===== config.mk =====
export PLATFORM = sky130hd
export DESIGN_NAME = bunch_strb_seq
export DESIGN_NICKNAME = d
export VERILOG_FILES = /design/src/rtl/bunch_strb_seq_pkg.sv /design/src/rtl/bss_dncnt.sv /design/src/rtl/bunch_strb_seq.sv
export SDC_FILE = /design/constraint.sdc
export NUM_CORES = 1
export LEC_CHECK = 0
export ABC_AREA = 1
export CAP_MARGIN = 0
export CORE_UTILIZATION = 57
export DETAILED_ROUTE_END_ITERATION = 8
export GPL_TIMING_DRIVEN = 0
export MAX_ROUTING_LAYER = met4
export PLACE_DENSITY = 0.87
export SLEW_MARGIN = 20
export SYNTH_ARGS = -nofsm -noshare
export SYNTH_HDL_FRONTEND = slang
export SYNTH_SLANG_ARGS = --single-unit

===== constraint.sdc =====
create_clock -name clk -period 4.5 [get_ports clk]
set_input_delay 0.9 -clock clk [delete_from_list [all_inputs] [get_ports clk]]
set_output_delay 0.9 -clock clk [all_outputs]
set_load 0.02 [all_outputs]

===== src/rtl/bunch_strb_seq_pkg.sv =====
// Shared types and default widths for the bunch strobe sequencer.
// The optional missed-trigger counter is built when BUNCH_STRB_SEQ_MISS_CNT_EN is defined.
package bunch_strb_seq_pkg;

    localparam int DEF_DLY_W    = 8;
    localparam int DEF_LEN_W    = 7;
    localparam int DEF_HOLD_CYC = 4;
    localparam int MISS_CNT_W   = 16;

    typedef enum logic [2:0] {
        INIT_CLR = 3'd0,
        IDLE     = 3'd1,
        DELAY    = 3'd2,
        INTEG    = 3'd3,
        WAIT1    = 3'd4,
        HOLD     = 3'd5,
        CLEAR    = 3'd6
    } state_t;

endpackage


===== src/rtl/bss_dncnt.sv =====
// Loadable down-counter that stops at zero; flags report zero and one-remaining.
module bss_dncnt
    import bunch_strb_seq_pkg::*;
#(
    parameter int W = DEF_DLY_W
) (
    input  logic         clk,
    input  logic         load,
    input  logic         en,
    input  logic [W-1:0] d,
    output logic         zero,
    output logic         last
);

    logic [W-1:0] cnt;

    always_ff @(posedge clk) begin
        if (load) begin
            cnt <= d;
        end else if (en && (cnt != '0)) begin
            cnt <= cnt - W'(1);
        end
    end

    assign zero = (cnt == '0);
    assign last = (cnt == W'(1));

endmodule


===== src/rtl/bunch_strb_seq.sv =====
// Trigger-to-integration-window sequencer driving bunch_strb, mux select and integrator clear.
// Define BUNCH_STRB_SEQ_MISS_CNT_EN to add the saturating missed_trig counter output.
module bunch_strb_seq
    import bunch_strb_seq_pkg::*;
#(
    parameter int DLY_W    = DEF_DLY_W,
    parameter int LEN_W    = DEF_LEN_W,
    parameter int HOLD_CYC = DEF_HOLD_CYC
) (
    input  logic             clk,
    input  logic             rst_n,
    input  logic             trig,
    input  logic [DLY_W-1:0] strb_start,
    input  logic [LEN_W-1:0] strb_len,
    input  logic [1:0]       sel_in,
    output logic [1:0]       sel,
    output logic             bunch_strb,
    output logic             dac_cond,
    output logic             int_valid,
    output logic             busy
`ifdef BUNCH_STRB_SEQ_MISS_CNT_EN
    ,
    output logic [MISS_CNT_W-1:0] missed_trig
`endif
);

    localparam int HOLD_W = $clog2(HOLD_CYC + 1);

    state_t            state_q;
    state_t            state_d;
    logic              accept;
    logic              dly_zero;
    logic              dly_last;
    logic              len_zero;
    logic              len_last;
    logic [HOLD_W-1:0] hold_cnt;
    logic              bs_d;
    logic              dac_d;
    logic              iv_d;
    logic              busy_d;

    assign accept = (state_q == IDLE) && trig;

    bss_dncnt #(.W(DLY_W)) u_dly (
        .clk  (clk),
        .load (accept),
        .en   (state_q == DELAY),
        .d    (strb_start),
        .zero (dly_zero),
        .last (dly_last)
    );

    bss_dncnt #(.W(LEN_W)) u_len (
        .clk  (clk),
        .load (accept),
        .en   (state_q == INTEG),
        .d    (strb_len),
        .zero (len_zero),
        .last (len_last)
    );

    always_ff @(posedge clk) begin
        if (state_q == HOLD) begin
            hold_cnt <= hold_cnt - HOLD_W'(1);
        end else begin
            hold_cnt <= HOLD_W'(HOLD_CYC);
        end
    end

    always_comb begin
        state_d = state_q;
        unique case (state_q)
            INIT_CLR: state_d = IDLE;
            IDLE: begin
                if (trig) begin
                    if (strb_start != '0) begin
                        state_d = DELAY;
                    end else if (strb_len != '0) begin
                        state_d = INTEG;
                    end else begin
                        state_d = WAIT1;
                    end
                end
            end
            DELAY: begin
                if (dly_last || dly_zero) begin
                    state_d = len_zero ? WAIT1 : INTEG;
                end
            end
            INTEG: begin
                if (len_last || len_zero) begin
                    state_d = WAIT1;
                end
            end
            WAIT1: state_d = HOLD;
            HOLD: begin
                if (hold_cnt <= HOLD_W'(1)) begin
                    state_d = CLEAR;
                end
            end
            CLEAR:   state_d = IDLE;
            default: state_d = INIT_CLR;
        endcase
    end

    // Outputs are decoded from the next state so they register in step with it;
    // the init clear fires on the cycle leaving INIT_CLR.
    always_comb begin
        bs_d   = (state_d == INTEG);
        iv_d   = (state_d == HOLD);
        busy_d = (state_d != IDLE) && (state_d != INIT_CLR);
        dac_d  = (state_d == CLEAR) || (state_q == INIT_CLR);
    end

    always_ff @(posedge clk) begin
        if (!rst_n) begin
            state_q    <= INIT_CLR;
            sel        <= 2'b00;
            bunch_strb <= 1'b0;
            dac_cond   <= 1'b0;
            int_valid  <= 1'b0;
            busy       <= 1'b0;
        end else begin
            state_q    <= state_d;
            bunch_strb <= bs_d;
            dac_cond   <= dac_d;
            int_valid  <= iv_d;
            busy       <= busy_d;
            if (accept) begin
                sel <= sel_in;
            end
        end
    end

`ifdef BUNCH_STRB_SEQ_MISS_CNT_EN
    always_ff @(posedge clk) begin
        if (!rst_n) begin
            missed_trig <= '0;
        end else if (accept && (sel_in == 2'b11)) begin
            missed_trig <= '0;
        end else if (trig && (state_q != IDLE) && (missed_trig != '1)) begin
            missed_trig <= missed_trig + MISS_CNT_W'(1);
        end
    end
`endif

endmodule


* Word level (Yosys, flattened, before mapping) *
Index checks and enable logic that the tools add are counted.

word-level totals
  memories = 0
  output and inout bits = 6
  memory bits (read-only) = 0
  latch bits = 0
  flip-flop bits (word level) = 27
  memory bits (writable) = 0
  word-level logic and storage cells = 55
  input port bits = 20

operators by class
  add/subtract/negate cells = 3
  equality and inequality tests = 12
  div/mod/pow operators = 0
  multipliers = 0
  $lt $le $gt $ge = 1
  reductions and logical operators = 18
  mux-type cells = 12
  shift-type cells = 0
  bitwise operators = 0

operators with widths
  operator                                             number
  two-way mux 3 bit                                    7
  one-hot mux 3 bit (6 select lines)                   1
  two-way mux 8 bit                                    2
  nonzero test 8 bit                                   2
  equality test 3 bit, second input constant           5
  two-way mux 7 bit                                    2
  nonzero test 7 bit                                   2
  equality test 3 x 2 -> 1 bit, second input constant  3
  equality test 8 x 1 -> 1 bit, second input constant  1
  zero test 8 bit                                      1
  subtractor 8 x 1 -> 8 bit, second input constant     1
  equality test 7 x 1 -> 1 bit, second input constant  1
  zero test 7 bit                                      1
  subtractor 7 x 1 -> 7 bit, second input constant     1
  logical AND 1 bit                                    4
  nonzero test 2 bit                                   2
  equality test 3 x 1 -> 1 bit, second input constant  1
  <= comparator 3 x 1 -> 1 bit, second input constant  1
  zero test 3 bit                                      1
  logical OR 1 bit                                     3
  != test 3 x 1 -> 1 bit, second input constant        1
  nonzero test 3 bit                                   1
  subtractor 3 x 1 -> 3 bit, second input constant     1
  OR reduction 2 bit                                   1

* Longest topological paths before layout *
Gate-level depths: netlist (run 1).

  depth after elaboration = 7
  depth in mapped cells = 10
  mapped depth without buffers = 10

* By module *
From an unflattened synthesis (run 1), not the netlist that was laid out.

second synthesis, totals
  cells, all modules = 236
  area, all modules = 1715.4 µm²

modules (own cells, without submodules)
  module             area each (µm²)  instances  sequential area each (µm²)  cells each
  bunch_strb_seq     673.1            1          240.2                       105
  bss_dncnt (u_dly)  565.5            1          240.2                       73
  bss_dncnt (u_len)  476.7            1          210.2                       58

* Worst setup path before layout (run 1) *
OpenSTA, ideal clock, no wires.

  path kind = input port to flip-flop
  start point = input trig
  end point = register u_len.cnt[0], enable pin
  library setup time = 0.381 ns
  arrival = 1.404 ns
  buffers on the path = 1
  required time = 4.119 ns
  stages = 3
  setup slack = 2.715 ns
  cells stage by stage = nand2_2 buf_2 o21ai_0

on the way
  longest elaborated chain between the ends = 2

RTL lines
  what                          line                  text
  start: declaration            bunch_strb_seq.sv:12  input logic trig,
  logical AND 1 bit             bunch_strb_seq.sv:42  assign accept = (state_q == IDLE) && trig;
  nonzero test 2 bit (no line)  --
  end signal: assignment        bss_dncnt.sv:21       cnt <= cnt - W'(1);
  end: declaration              bss_dncnt.sv:15       logic [W-1:0] cnt;

Every way passes these cells.
A chain may end at the register's enable or synchronous reset.

* Worst setup path in the final report (run 1) *
  start point = register sel[1]
  end point = output sel[1]

RTL lines
  what                      line                   text
  start: declaration        bunch_strb_seq.sv:16   output logic [1:0] sel,
  start signal: assignment  bunch_strb_seq.sv:130  sel <= sel_in;

No word-level cell between the ends.

==> impl_metrics.csv, run 1 <==
group,metric,value,unit
run_status,outcome,"completed",
sta,period_share,49.1,%
floorplanning,io_pins,26,
setup_path,rr_worst_depth,4,
logic_synthesis,synthesis.yosys.warnings,0,
floorplanning,initial_core_util,62.6,%
clock_network,clockBufferDepth,2,
setup_path,crit_fanout,2,
floorplanning,core_area,0.00259,sq mm
global_routing,grt_overflow,0,
logic_synthesis,postSynthRegisterBits,27,
logic_synthesis,syn-mean-instance-area,7.75,sq um
clock_network,cts_root_buffer,"sky130_fd_sc_hd__clkbuf_4",
pwr,leakagePower,0.831,nW
clock_network,post_cts_resized,0,
clock_network,htreeDepth,1,
cells_and_area,final_cell_area,0.00194,sq mm
global_routing,initial_antenna_violation_count,0,
setup_path,rr_startpoint,"state_q[0]",
global_routing,first_pass_grt_wire_length,5510,microns
logic_synthesis,synth_sequential_area_ratio,42.6,%
cells_and_area,n_fill_cell,214,
setup_path,timing.critical_path.max_delay_family,"buffers and inverters",
cells_and_area,antennaDiodeCount,0,
cells_and_area,final_core_utilization,74.8,%
setup_path,regToRegEndpoint,"u_len.cnt[1]",
setup_path,critical_path_start,"sel[1]",
sta,slew-limit-headroom,32.3,%
clock_network,cts_buffers,3,
logic_synthesis,yosys-top-cells-count,"44 x sky130_fd_sc_hd__nand2_1, 32 x sky130_fd_sc_hd__nor2_1, 25 x sky130_fd_sc_hd__inv_1, 15 x sky130_fd_sc_hd__edfxtp_1, 12 x sky130_fd_sc_hd__dfxtp_1",
detailed_routing,detail-route-antenna-nets,0,
detailed_routing,average_wire_per_standard_cell,11.4,microns
setup_path,cp.depth,1,
place,detailedPlace.worstSlack,1980,ps
logic_synthesis,postSynthNetCount,237,
clock_network,cts_hold_repair.buffers,0,
global_routing,first_global_vias,1337,
logic_synthesis,netlist_top_cells_area,"sky130_fd_sc_hd__edfxtp_1 28%, sky130_fd_sc_hd__dfxtp_1 15%, sky130_fd_sc_hd__nand2_1 10%, sky130_fd_sc_hd__nor2_1 7.4%, sky130_fd_sc_hd__ha_1 6.2%",
detailed_routing,routed_wl,3060,microns
logic_synthesis,yosys.area.top_type,"sky130_fd_sc_hd__edfxtp_1",
logic_synthesis,synth_enable_flop_cells,15,
sta,worst-slew-pin-transition,1000,ps
logic_synthesis,async_flop_share,0,%
clock_network,cts.clk_slew.worst_paths,150,ps
place,routabilityCongestion,0.879,
place,buffer_ports.inserted,25,
place,dpl_cell_area,0.00191,sq mm
sta,final.setup_skew,1.15,ps
detailed_routing,dr.pass1.iters,4,
flow_run,maxCapViolations,0,
pwr,pd_cells,303,mW/mm^2
detailed_routing,initial_detailed_routing_violation_count,44,
cells_and_area,layout_cells_sized_above_1,12.6,%
floorplanning,chipHeight,55.3,microns
setup_path,crit_path_buffers_inverters,1,
logic_synthesis,top_count_cell_post_synth,"sky130_fd_sc_hd__nand2_1",
logic_synthesis,commonest_register_cell_after_synthesis,"sky130_fd_sc_hd__edfxtp_1",
sta,final.setup.tns,0,ps
min_path,min_delay_worst_type,"reg -> reg",
cells_and_area,layout-area-overhead-vs-synth,19.5,%
sta,max_freq,453,MHz
setup_path,worst_setup_path_start_kind,"register",
detailed_routing,drt-vias-per-instance,5.18,
cells_and_area,design.final.nets,267,
clock_network,cts_tree,"yes",
setup_path,worstPathArrival,1310,ps
setup_path,critical-path-slowest-cell,"sky130_fd_sc_hd__clkdlybuf4s50_1",
sta,setup_slack,2290,ps
sta,unrepaired_setup_endpoints_after_global_routing,"false",
detailed_routing,remaining_routing_drc_violations,0,
place,dp_hpwl,2300,microns
clock_network,numClockSinks,27,
logic_synthesis,synth.top_cell.area_share,27.8,%
sta,layout_min_cycle_time,2210,ps
setup_path,critPathKind,"reg -> out",
setup_path,setup.worst_path.end_class,"output pin",
setup_path,critical-path-max-stage-delay,610,ps
global_routing,grt_max_degree,17,
logic_synthesis,syn_inst,209,
floorplanning,core.rowCount,18,
setup_path,critPathCapture,"sel[1]",
floorplanning,die_area,0.00306,sq mm
logic_synthesis,yosys.cell_types.count,29,
setup_path,path_cells,"clkdlybuf4s50_1",
sta,report.final.slew_viol_count,0,
setup_path,cp.required,3600,ps
logic_synthesis,syn-cell-area,0.00162,sq mm
global_routing,groute.usage.overall,22.6,%
setup_path,r2r_slack,2520,ps
detailed_routing,detailroute.via_count,1388,
clock_network,insertion_delay,330,ps
pwr,vdd_drop_max,0.251,mV
sta,setup_violation_total_in_the_final_timing_report,0,
sta,hold_viol_final,0,
clock_network,postCtsSetupBuffers,0,
floorplanning,fp.dieW,55.3,microns
-- worst min path at each step --
stage,from,endpoint,slack (ps),cells past startpoint
6_report,hold_cnt[0],hold_cnt[0],500,1
3_5_place_dp,hold_cnt[0],hold_cnt[0],460,1
2_1_floorplan,hold_cnt[0],hold_cnt[0],430,1
4_1_cts,hold_cnt[0],hold_cnt[0],500,1
3_3_place_gp,hold_cnt[0],hold_cnt[0],450,1
5_1_grt,hold_cnt[0],hold_cnt[0],520,1
-- metrics by stage --
step / power (mW) / hold slack, ps / cells
2_1_floorplan: 0.426 / 430 / 209
6_report: 0.586 / 496 / 268
3_5_place_dp: 0.481 / 464 / 264
4_1_cts: 0.591 / 503 / 268
5_1_grt: 0.623 / 522 / 268
3_3_place_gp: 0.477 / 449 / 264
-- cell families after synthesis --
| family | synth area share [%] |
|---|---|
| AOI/OAI and AO/OA | 9.96 |
| xor gates and xnor gates | 3.24 |
| adders and majority gates | 6.18 |
| buffers and inverters | 8.42 |
| DFF | 42.6 |
| and+or+nand+nor | 29.6 |
-- flip-flops by register name (all words and copies together), names as in the netlist --
register and cells:
busy 1, bunch_strb 1, u_dly.cnt 8, state_q 3, int_valid 1, hold_cnt 3, sel 2, dac_cond 1
u_len.cnt 7
-- final cells by class --
class	count	area, sq um	area share (%)
Sequential cell	27	691	35.7
Clock inverter	1	6.26	0.323
Inverter	31	116	6.01
Buffer	3	20.0	1.03
Clock buffer	3	22.5	1.16
Multi-Input combinational cell	148	793	41.0
Tap cell	30	37.5	1.94
Timing Repair Buffer	25	250	12.9
-- worst register-to-register path, cell delays in order (launching register included) --
cell                      delay (ps)
sky130_fd_sc_hd__dfxtp_1         440
sky130_fd_sc_hd__inv_2            90
sky130_fd_sc_hd__nor3_2          240
sky130_fd_sc_hd__inv_2            70
sky130_fd_sc_hd__o21ai_0         800
-- cells in the final DEF (no fill, tap or decap), drive strengths merged --
cell	synthesis	final
nor3	5	5
a21oi	9	9
a31oi	2	2
nor2	38	38
xnor2	3	3
nand3b	1	1
clkdlybuf4s50	0	25
nand4	1	1
inv	31	32
nand3	10	10
nand2	47	47
ha	8	8
or2	1	1
edfxtp	15	15
o21bai	1	1
and2	1	1
o21ai	17	17
dfxtp	12	12
buf	3	3
xor2	3	3
clkbuf	0	3
a22oi	1	1
-- power breakdown --
part	internal, mW	total (mW)	switching, mW	leakage, nW
Clock	0.0348	0.110	0.0754	0.0183
Sequential	0.298	0.315	0.0173	0.238
Combinational	0.0684	0.161	0.0923	0.575
Total	0.401	0.586	0.185	0.831
-- per-layer routing --
layer	wire (microns)	up-vias	global-route usage [%]	share of wire (%)
met5	0	-	-	0
met4	42	0	6.43	1.4
met3	126	5	2.11	4.1
met2	1490	30	37.9	49
met1	1400	625	29.3	46
li1	-	728	-	-
No activity file was read; power rests on OpenSTA's default activity.
==> run 2, diff against run 1 <==
--- a/config.mk
+++ b/config.mk
@@ -7,11 +7,11 @@
 export LEC_CHECK = 0
 export ABC_AREA = 1
 export CAP_MARGIN = 0
-export CORE_UTILIZATION = 57
+export CORE_UTILIZATION = 48
 export DETAILED_ROUTE_END_ITERATION = 8
 export GPL_TIMING_DRIVEN = 0
 export MAX_ROUTING_LAYER = met4
-export PLACE_DENSITY = 0.87
+export PLACE_DENSITY = 0.79
 export SLEW_MARGIN = 20
 export SYNTH_ARGS = -nofsm -noshare
 export SYNTH_HDL_FRONTEND = slang
==> constraint.sdc (replaced) <==
create_clock -name clk -period 1.8 [get_ports clk]
set_input_delay 0.36 -clock clk [delete_from_list [all_inputs] [get_ports clk]]
set_output_delay 0.36 -clock clk [all_outputs]
set_load 0.02 [all_outputs]
==> run 2 against run 1 <==
Compared with the run above:
- global-route usage is 3.3 points lower
- core utilization decreased by 12 points
- cell area rose by 1.2%
- clock-buffer cell count unchanged
- sequential share of layout area fell by 0.41 points
- critical path depth grew 4
- combinational power increased to 2.5 times the previous value
==> impl_metrics.csv, run 2 (synthesis gave the netlist of run 1 again) <==
group,metric,value,unit
run_status,outcome,"completed",
sta,max_freq,603,MHz
setup_path,worst_setup_path_start_kind,"register",
sta,final.setup_skew,3.42,ps
cells_and_area,layout_cells_sized_above_1,13.4,%
detailed_routing,routed_wl,2970,microns
global_routing,initial_antenna_violation_count,0,
detailed_routing,initial_detailed_routing_violation_count,64,
clock_network,cts_tree,"yes",
floorplanning,fp.dieW,60.1,microns
clock_network,cts.clk_slew.worst_paths,140,ps
clock_network,numClockSinks,27,
clock_network,cts_buffers,3,
clock_network,post_cts_resized,2,
place,routabilityCongestion,0.864,
clock_network,clockBufferDepth,2,
cells_and_area,final_cell_mix,"43 x sky130_fd_sc_hd__nand2_1, 32 x sky130_fd_sc_hd__nor2_1, 25 x sky130_fd_sc_hd__inv_1, 25 x sky130_fd_sc_hd__clkdlybuf4s50_1, 15 x sky130_fd_sc_hd__edfxtp_1",
cells_and_area,design.final.nets,267,
global_routing,grt_max_degree,16,
sta,slew-limit-headroom,73.0,%
sta,period_share,92.1,%
setup_path,setup.worst_path.end_class,"register",
sta,setup_violation_total_in_the_final_timing_report,0,
floorplanning,chipHeight,60.1,microns
global_routing,first_global_vias,1199,
clock_network,postCtsSetupBuffers,0,
global_routing,grt_overflow,0,
cells_and_area,layout-area-overhead-vs-synth,20.9,%
cells_and_area,final_core_utilization,62.6,%
place,buffer_ports.inserted,25,
setup_path,cp.required,1800,ps
pwr,leakagePower,0.832,nW
sta,final.setup.tns,0,ps
floorplanning,core_area,0.00313,sq mm
cells_and_area,antennaDiodeCount,0,
sta,hold_viol_final,0,
detailed_routing,drt-vias-per-instance,4.85,
sta,layout_min_cycle_time,1660,ps
place,dp_hpwl,2260,microns
sta,report.final.slew_viol_count,0,
clock_network,cts_hold_repair.buffers,0,
cells_and_area,mostFrequentLayoutCell,"sky130_fd_sc_hd__nand2_1",
sta,setup_slack,142,ps
setup_path,critPathKind,"reg -> reg",
setup_path,worstPathArrival,1660,ps
detailed_routing,detailroute.via_count,1369,
setup_path,critical-path-max-stage-delay,450,ps
cells_and_area,reg.largest.list,"u_dly.cnt (8), u_len.cnt (7)",
global_routing,first_pass_grt_wire_length,5040,microns
setup_path,path_cells,"inv_2, nor3_4, nand2_2, buf_2, o21ai_2",
detailed_routing,average_wire_per_standard_cell,10.5,microns
detailed_routing,detail-route-antenna-nets,0,
cells_and_area,top_register,"u_dly.cnt",
pwr,vdd_drop_max,0.331,mV
place,detailedPlace.worstSlack,-216,ps
detailed_routing,dr.pass1.iters,4,
setup_path,critical-path-slowest-cell,"sky130_fd_sc_hd__dfxtp_1",
detailed_routing,remaining_routing_drc_violations,0,
flow_run,maxCapViolations,0,
floorplanning,core.rowCount,20,
sta,unrepaired_setup_endpoints_after_global_routing,"false",
setup_path,crit_fanout,10,
global_routing,groute.usage.overall,19.3,%
cells_and_area,largest_register_ffs,8,
floorplanning,die_area,0.00361,sq mm
floorplanning,io_pins,26,
min_path,min_delay_worst_type,"reg -> reg",
clock_network,cts_root_buffer,"sky130_fd_sc_hd__clkbuf_4",
clock_network,htreeDepth,1,
floorplanning,initial_core_util,51.8,%
sta,worst-slew-pin-transition,405,ps
clock_network,insertion_delay,330,ps
pwr,pd_cells,742,mW/mm^2
==> run 2: changes by cell type in the layout (fill, tap and decap cells not counted), sizes merged <==
| cell | before | now |
|---|---|---|
| clkinv | 0 | 1 |
| inv | 32 | 31 |
==> run 2: power by group <==
group | total, mW | internal [mW] | switching, mW
combinational | 0.405 | 0.173 | 0.233
sequential | 0.788 | 0.744 | 0.0439
clock | 0.261 | 0.0835 | 0.177
==> run 2: layer usage <==
metal  wire, microns  global-route usage [%]  vias to the layer above  part of all wire (%)
li1                -                       -                      729                     -
met1            1430                    24.4                      608                    48
met2            1400                    31.2                       27                    47
met3              99                    3.25                        5                   3.3
met4              43                    5.98                        0                   1.4
met5               0                       -                        -                     0
==> run 2: worst paths after layout <==
path,slack [ps],endpoint,depth (start not counted),startpoint
worst max register to register,140,u_len.cnt[2],5,state_q[0]
worst max-delay path,140,u_len.cnt[2],5,state_q[0]
worst min register to register,490,hold_cnt[0],1,hold_cnt[0]
worst min-delay path,490,hold_cnt[0],1,hold_cnt[0]
==> run 2: final cells by class <==
| type | instances | area [sq um] |
|---|---|---|
| fill | 292 | 1170 |
| multi-input combinational | 148 | 800 |
| sequential | 27 | 691 |
| timing repair buffer | 25 | 250 |
| inverter | 31 | 116 |
| tap | 44 | 55.1 |
| clock buffer | 3 | 22.5 |
| buffer | 3 | 20.0 |
| clock inverter | 1 | 5.00 |
==> run 2: critical path, delay by kind of cell, from the launching register on <==
kind / cells / cell delay, ps
DFF: 1 / 450
and+or+nand+nor: 2 / 370
AOI/OAI and AO/OA: 1 / 190
buffers and inverters: 2 / 320
==> run 2: through the flow <==
step | total power [mW] | hold slack, ps | instances | cell area, sq um
after floorplan | 1.06 | 430 | 209 | 1620
after global placement | 1.19 | 450 | 278 | 1930
after detailed placement | 1.20 | 461 | 278 | 1930
after CTS | 1.46 | 495 | 282 | 1960
after global routing | 1.56 | 523 | 282 | 1960
final | 1.45 | 486 | 282 | 1960
==> RTL change 1: new RTL, settings of run 2 <==
The package constant `DEF_LEN_W` goes from 7 to 14.
--- a/src/rtl/bunch_strb_seq_pkg.sv
+++ b/src/rtl/bunch_strb_seq_pkg.sv
@@ -5,3 +5,3 @@
     localparam int DEF_DLY_W    = 8;
-    localparam int DEF_LEN_W    = 7;
+    localparam int DEF_LEN_W    = 14;
     localparam int DEF_HOLD_CYC = 4;
Ports: changed (resized strb_len); port bits go from 26 to 33. The function was not compared with the original's and may differ.
==> RTL change 1 against run 2 <==
First-iteration DRC count rose by 36%; global-route usage rose by 3.6 points; design area rose by 31%; count of clock-buffer cells in the layout rose by 3; hold slack got worse by 0.073 ns; combinational power fell by 7.7%; power rose by 38%; routed wire length rose by 47%; area after synthesis rose by 27%; worst setup slack got worse by 0.028 ns; sequential cell count rose by 7; sequential power rose by 22%.
==> RTL change 1: results (changes against run 2) <==
Pwr
  – Int Power: 1440 uW (was 1000 uW)
  – Leak: 0.00106 uW (was 0.000832 uW)
  – VDD IR max: 519 uV (was 331 uV)

Logic synthesis
  – Synth unique cells: 27 (was 29)
  – Net Count, Synth: 312 (was 237)
  – Sequential area share after synthesis: 0.438 (was 0.426)
  – Synth cell count leaders: nand2_1, nor2_1, inv_1, edfxtp_1, o21ai_0 (was nand2_1, nor2_1, inv_1, edfxtp_1, dfxtp_1)

Worst setup path
  – Reg-to-reg setup timing slack: 0.11 ns (was 0.14 ns)
  – Reg2reg start: u_len.cnt[0] (was state_q[0])
  – Reg-to-reg endpoint: u_len.cnt[5] (was u_len.cnt[2])
  – Worst-path fanout max: 14 (was 10)

Cells and area
  – Ratio of cells with drive above 1 in the final layout: 0.113 (was 0.134)
  – Most flop-heavy register: u_len.cnt (was u_dly.cnt)
  – Nets@finish: 353 (was 267)
  – Filler cells: 342 (was 292)
  – Area of the multi-input gates: 0.00102 mm2 (was 800 um2)
  – Top Registers: u_len.cnt: 14 flops, u_dly.cnt: 8 flops (was u_dly.cnt: 8 flops, u_len.cnt: 7 flops)

Placed design
  – RePlAce Congestion: 0.795 (was 0.864)
  – DP HPWL: 3.28 mm (was 2.26 mm)
  – Place WS: -0.317 ns (was -0.216 ns)
  – IO buf count: 32 (was 25)
  – DP Area: 0.00244 mm2 (was 0.00193 mm2)

Run status
  – Run status: finished clean (unchanged)

Routing
  – Vias: 1850 (was 1369)
  – Initial DRC count: 87 (was 64)

GRT
  – First-pass GRT wire length: 7.51 mm (was 5.04 mm)

CTS
  – Root Driver: clkbuf_8 (was clkbuf_4)
  – H-tree levels: 2 (was 1)
  – Clock Latency Late Sink: 0.30 ns (was 0.33 ns)
  – Reg clk slew, reported paths: 0.07 ns (was 0.14 ns)

Timing
  – Setup Skew: 0.00559 ns (was 0.00342 ns)
==> RTL change 1: cell types whose count changed in the layout (fill, tap and decap cells not counted), moves of 7 or more <==
cell | run 2 | this run
nand2_1 | 43 | 77
nor2_1 | 32 | 51
o21ai_1 | 8 | 0
clkdlybuf4s50_1 | 25 | 32
edfxtp_1 | 15 | 22
o21ai_0 | 8 | 15
==> RTL change 1: how the worst max path moves through the flow <==
| stage | slack [ns] | endpoint | cells after the start | startpoint |
|---|---|---|---|---|
| floorplan | 0.24 | u_len.cnt[0] | 6 | state_q[1] |
| global placement | -0.31 | u_len.cnt[5] | 4 | trig |
| detailed placement | -0.32 | u_len.cnt[3] | 4 | trig |
| CTS | 0.09 | u_len.cnt[10] | 9 | u_len.cnt[0] |
| global route | -0.0007 | u_len.cnt[10] | 9 | u_len.cnt[0] |
| finish | 0.11 | u_len.cnt[5] | 7 | u_len.cnt[0] |
==> RTL change 1: cell type report <==
class / count / share of cell area
multi-input cells: 208 / 0.397
flip-flops and latches: 34 / 0.350
repair buffers: 34 / 0.130
inverters: 32 / 0.0476
clock buffers: 6 / 0.0365
well taps: 50 / 0.0243
plain buffers: 4 / 0.00972
clock inverters: 2 / 0.00486
==> RTL change 1: kinds of logic (layout without fill, tap and decap cells) <==
| group | count (synthesis) | count (layout) |
|---|---|---|
| AO/OA/AOI/OAI | 34 | 34 |
| buffers and inverters | 36 | 78 |
| AND/OR/NAND/NOR | 159 | 159 |
| flip-flops | 34 | 34 |
| adder cells (fa/ha/maj) | 7 | 7 |
| XOR/XNOR | 8 | 8 |
==> RTL change 1: repair_timing <==
action                     4_1_cts  5_1_grt
setup buffers                    0        2
pin swaps                        0        0
resized for setup                1        6
setup endpoints to repair       14       13
==> RTL change 1: power groups by stage <==
stage	clock [uW]	sequential, uW	combinational (uW)
floorplan	0	975	221
global placement	0	974	355
detailed placement	0	976	364
CTS	669	958	368
global route	705	967	428
finish	670	960	374
==> RTL change 1: routing by layer <==
| layer | track usage | part of all wire | vias up |
|---|---|---|---|
| met4 | 0.0878 | 0.014 | 0 |
| li1 | - | - | 972 |
| met2 | 0.376 | 0.48 | 32 |
| met5 | - | 0 | - |
| met1 | 0.280 | 0.47 | 839 |
| met3 | 0.0355 | 0.035 | 7 |
==> RTL change 1: worst max-delay path, stage by stage (launching register included) <==
cell      delay, ns
edfxtp_1       0.44
inv_2          0.10
ha_1           0.17
nand2_1        0.08
nor2_1         0.15
nand2_1        0.11
nand2_1        0.09
nand2_2        0.23
==> RTL change 1: stage by stage <==
stage | instances | hold WS [ns] | TNS [ns]
after detailed placement | 360 | 0.408 | -5.32
after global routing | 370 | 0.451 | -0.000731
after CTS | 368 | 0.419 | 0
after floorplan | 278 | 0.392 | 0
final | 370 | 0.413 | 0
after global placement | 360 | 0.402 | -4.95
==> RTL change 2: new RTL, flow settings as in run 2 <==
Without the edit above. Re-encode `state_t` (7 states) as one-hot, 7 bits wide.
--- a/src/rtl/bunch_strb_seq_pkg.sv
+++ b/src/rtl/bunch_strb_seq_pkg.sv
@@ -9,10 +9,10 @@
 
-    typedef enum logic [2:0] {
-        INIT_CLR = 3'd0,
-        IDLE     = 3'd1,
-        DELAY    = 3'd2,
-        INTEG    = 3'd3,
-        WAIT1    = 3'd4,
-        HOLD     = 3'd5,
-        CLEAR    = 3'd6
+    typedef enum logic [6:0] {
+        INIT_CLR = 7'b0000001,
+        IDLE     = 7'b0000010,
+        DELAY    = 7'b0000100,
+        INTEG    = 7'b0001000,
+        WAIT1    = 7'b0010000,
+        HOLD     = 7'b0100000,
+        CLEAR    = 7'b1000000
     } state_t;
Formal check against the unedited RTL: no difference found for any inputs over 10 cycles, from zero or initial values and one cycle with rst_n low; not proved beyond that.
==> RTL change 2 against run 2 <==
Sequential cell count grew 4; worst setup slack improved by 0.022 ns; critical path depth unchanged; global-route usage grew 0.84 points; area after synthesis is 11% higher; routed wire length up 19%; design area rose by 13%; power up 10%.
==> RTL change 2: results (changes against run 2) <==
Run status
  – Run status: finished clean (unchanged)

Pwr
  – Leak: 0.000968 uW (was 0.000832 uW)
  – VDD IR max: 519 uV (was 331 uV)
  – Int Power: 1220 uW (was 1000 uW)

Logic synthesis
  – Predominant post-synthesis flop cell: dfxtp_1 (was edfxtp_1)
  – Synth cell count leaders: nand2_1, nor2_1, inv_1, dfxtp_1, edfxtp_1 (was nand2_1, nor2_1, inv_1, edfxtp_1, dfxtp_1)
  – Synth Area in Compound Gates: 0.0843 (was 0.0996)
  – Post-synthesis adder-cell area fraction: 0.0488 (was 0.0618)
  – Largest cells by area after synthesis: edfxtp_1, dfxtp_1, nand2_1 (unchanged)
  – Net Count, Synth: 272 (was 237)
  – Syn_area_per_cell: 7.33 um2 (was 7.75 um2)
  – Synth unique cells: 27 (was 29)
  – Xor/xnor share of the synthesized area: 0.0244 (was 0.0324)
  – Sequential area share after synthesis: 0.429 (was 0.426)

Cells and area
  – Filler cells: 307 (was 292)
  – Nets@finish: 304 (was 267)
  – Top Registers: u_dly.cnt: 8 flops, state_q: 7 flops, u_len.cnt: 7 flops (was u_dly.cnt: 8 flops, u_len.cnt: 7 flops)
  – Ratio of cells with drive above 1 in the final layout: 0.0899 (was 0.134)

CTS
  – Root Driver: clkbuf_8 (was clkbuf_4)
  – Total CTS buffers: 5 (was 3)
  – Clock Latency Late Sink: 0.28 ns (was 0.33 ns)
  – H-tree levels: 2 (was 1)
  – CTS resizes: 3 (was 2)
  – Reg clk slew, reported paths: 0.06 ns (was 0.14 ns)

Placed design
  – DP HPWL: 2.69 mm (was 2.26 mm)
  – Place WS: -0.319 ns (was -0.216 ns)
  – RePlAce Congestion: 0.887 (was 0.864)

Routing
  – Via density: 4.88 (was 4.85)
  – Routed wire length: 3.53 mm (was 2.97 mm)
  – Wire per inst: 10.9 um (was 10.5 um)

GRT
  – First-pass GRT wire length: 6.11 mm (was 5.04 mm)
  – Largest net degree at the start of global routing: 11 (was 16)
  – Vias in the first global route: 1465 (was 1199)

Worst setup path
  – Reg2reg start: u_len.cnt[0] (was state_q[0])
  – Crit path DAT: 1.57 ns (was 1.66 ns)

Timing
  – Setup Skew: 0.00766 ns (was 0.00342 ns)
  – Slew @ Worst Pin: 0.464 ns (was 0.405 ns)
-- RTL change 2: changes by cell type after synthesis, moves of 3 or more --
cell,run 2,this run
nand2_1,44,61
nor2_1,32,49
nor2_2,6,1
a31oi_1,2,5
o21ai_0,9,14
o21ai_1,8,0
dfxtp_1,12,16
nand4_1,1,4
inv_1,25,29
nand3_1,7,12
nand3_2,3,0
-- RTL change 2: area by class of cell --
type	instances	area [um2]	share of cell area
multi-input combinational	176	868	0.392
sequential	31	771	0.348
timing repair buffer	25	250	0.113
inverter	35	134	0.0605
clock buffer	6	93.8	0.0424
tap	46	57.6	0.0260
buffer	3	30.0	0.0136
clock inverter	2	8.76	0.00396
-- RTL change 2: worst max-delay path, stage by stage (launching register included) --
cell      delay (ns)
edfxtp_1        0.41
inv_1           0.09
ha_1            0.24
nand2_1         0.12
nor2_1          0.08
o21ai_2         0.36
-- RTL change 2: power by group through the flow --
stage,logic [uW],registers [uW],clock network [uW]
after detailed placement,216,804,0
final,218,788,598
after global placement,215,803,0
after floorplan,117,810,0
after CTS,219,788,616
after global routing,245,791,650
-- RTL change 2: per-layer routing --
layer / track usage / wire [um] / up-vias
met3: 0.0326 / 120 / 5
met1: 0.246 / 1750 / 706
met2: 0.331 / 1610 / 24
li1: - / - / 845
met5: - / 0 / -
met4: 0.0785 / 47 / 0
-- RTL change 2: cell families (layout without fill, tap and decap cells) --
family                     count (synthesis)  after routing
DFF                                       31             31
AOI/OAI and AO/OA                         28             28
xor gates and xnor gates                   5              5
adders and majority gates                  7              7
and+or+nand+nor                          136            136
buffers and inverters                     38             71
-- RTL change 2: worst paths after layout --
path	slack, ns	cells past startpoint	end
max	0.16	5	u_len.cnt[2]
min	0.46	1	hold_cnt[0]
max reg2reg	0.16	5	u_len.cnt[2]
min reg2reg	0.46	1	hold_cnt[0]
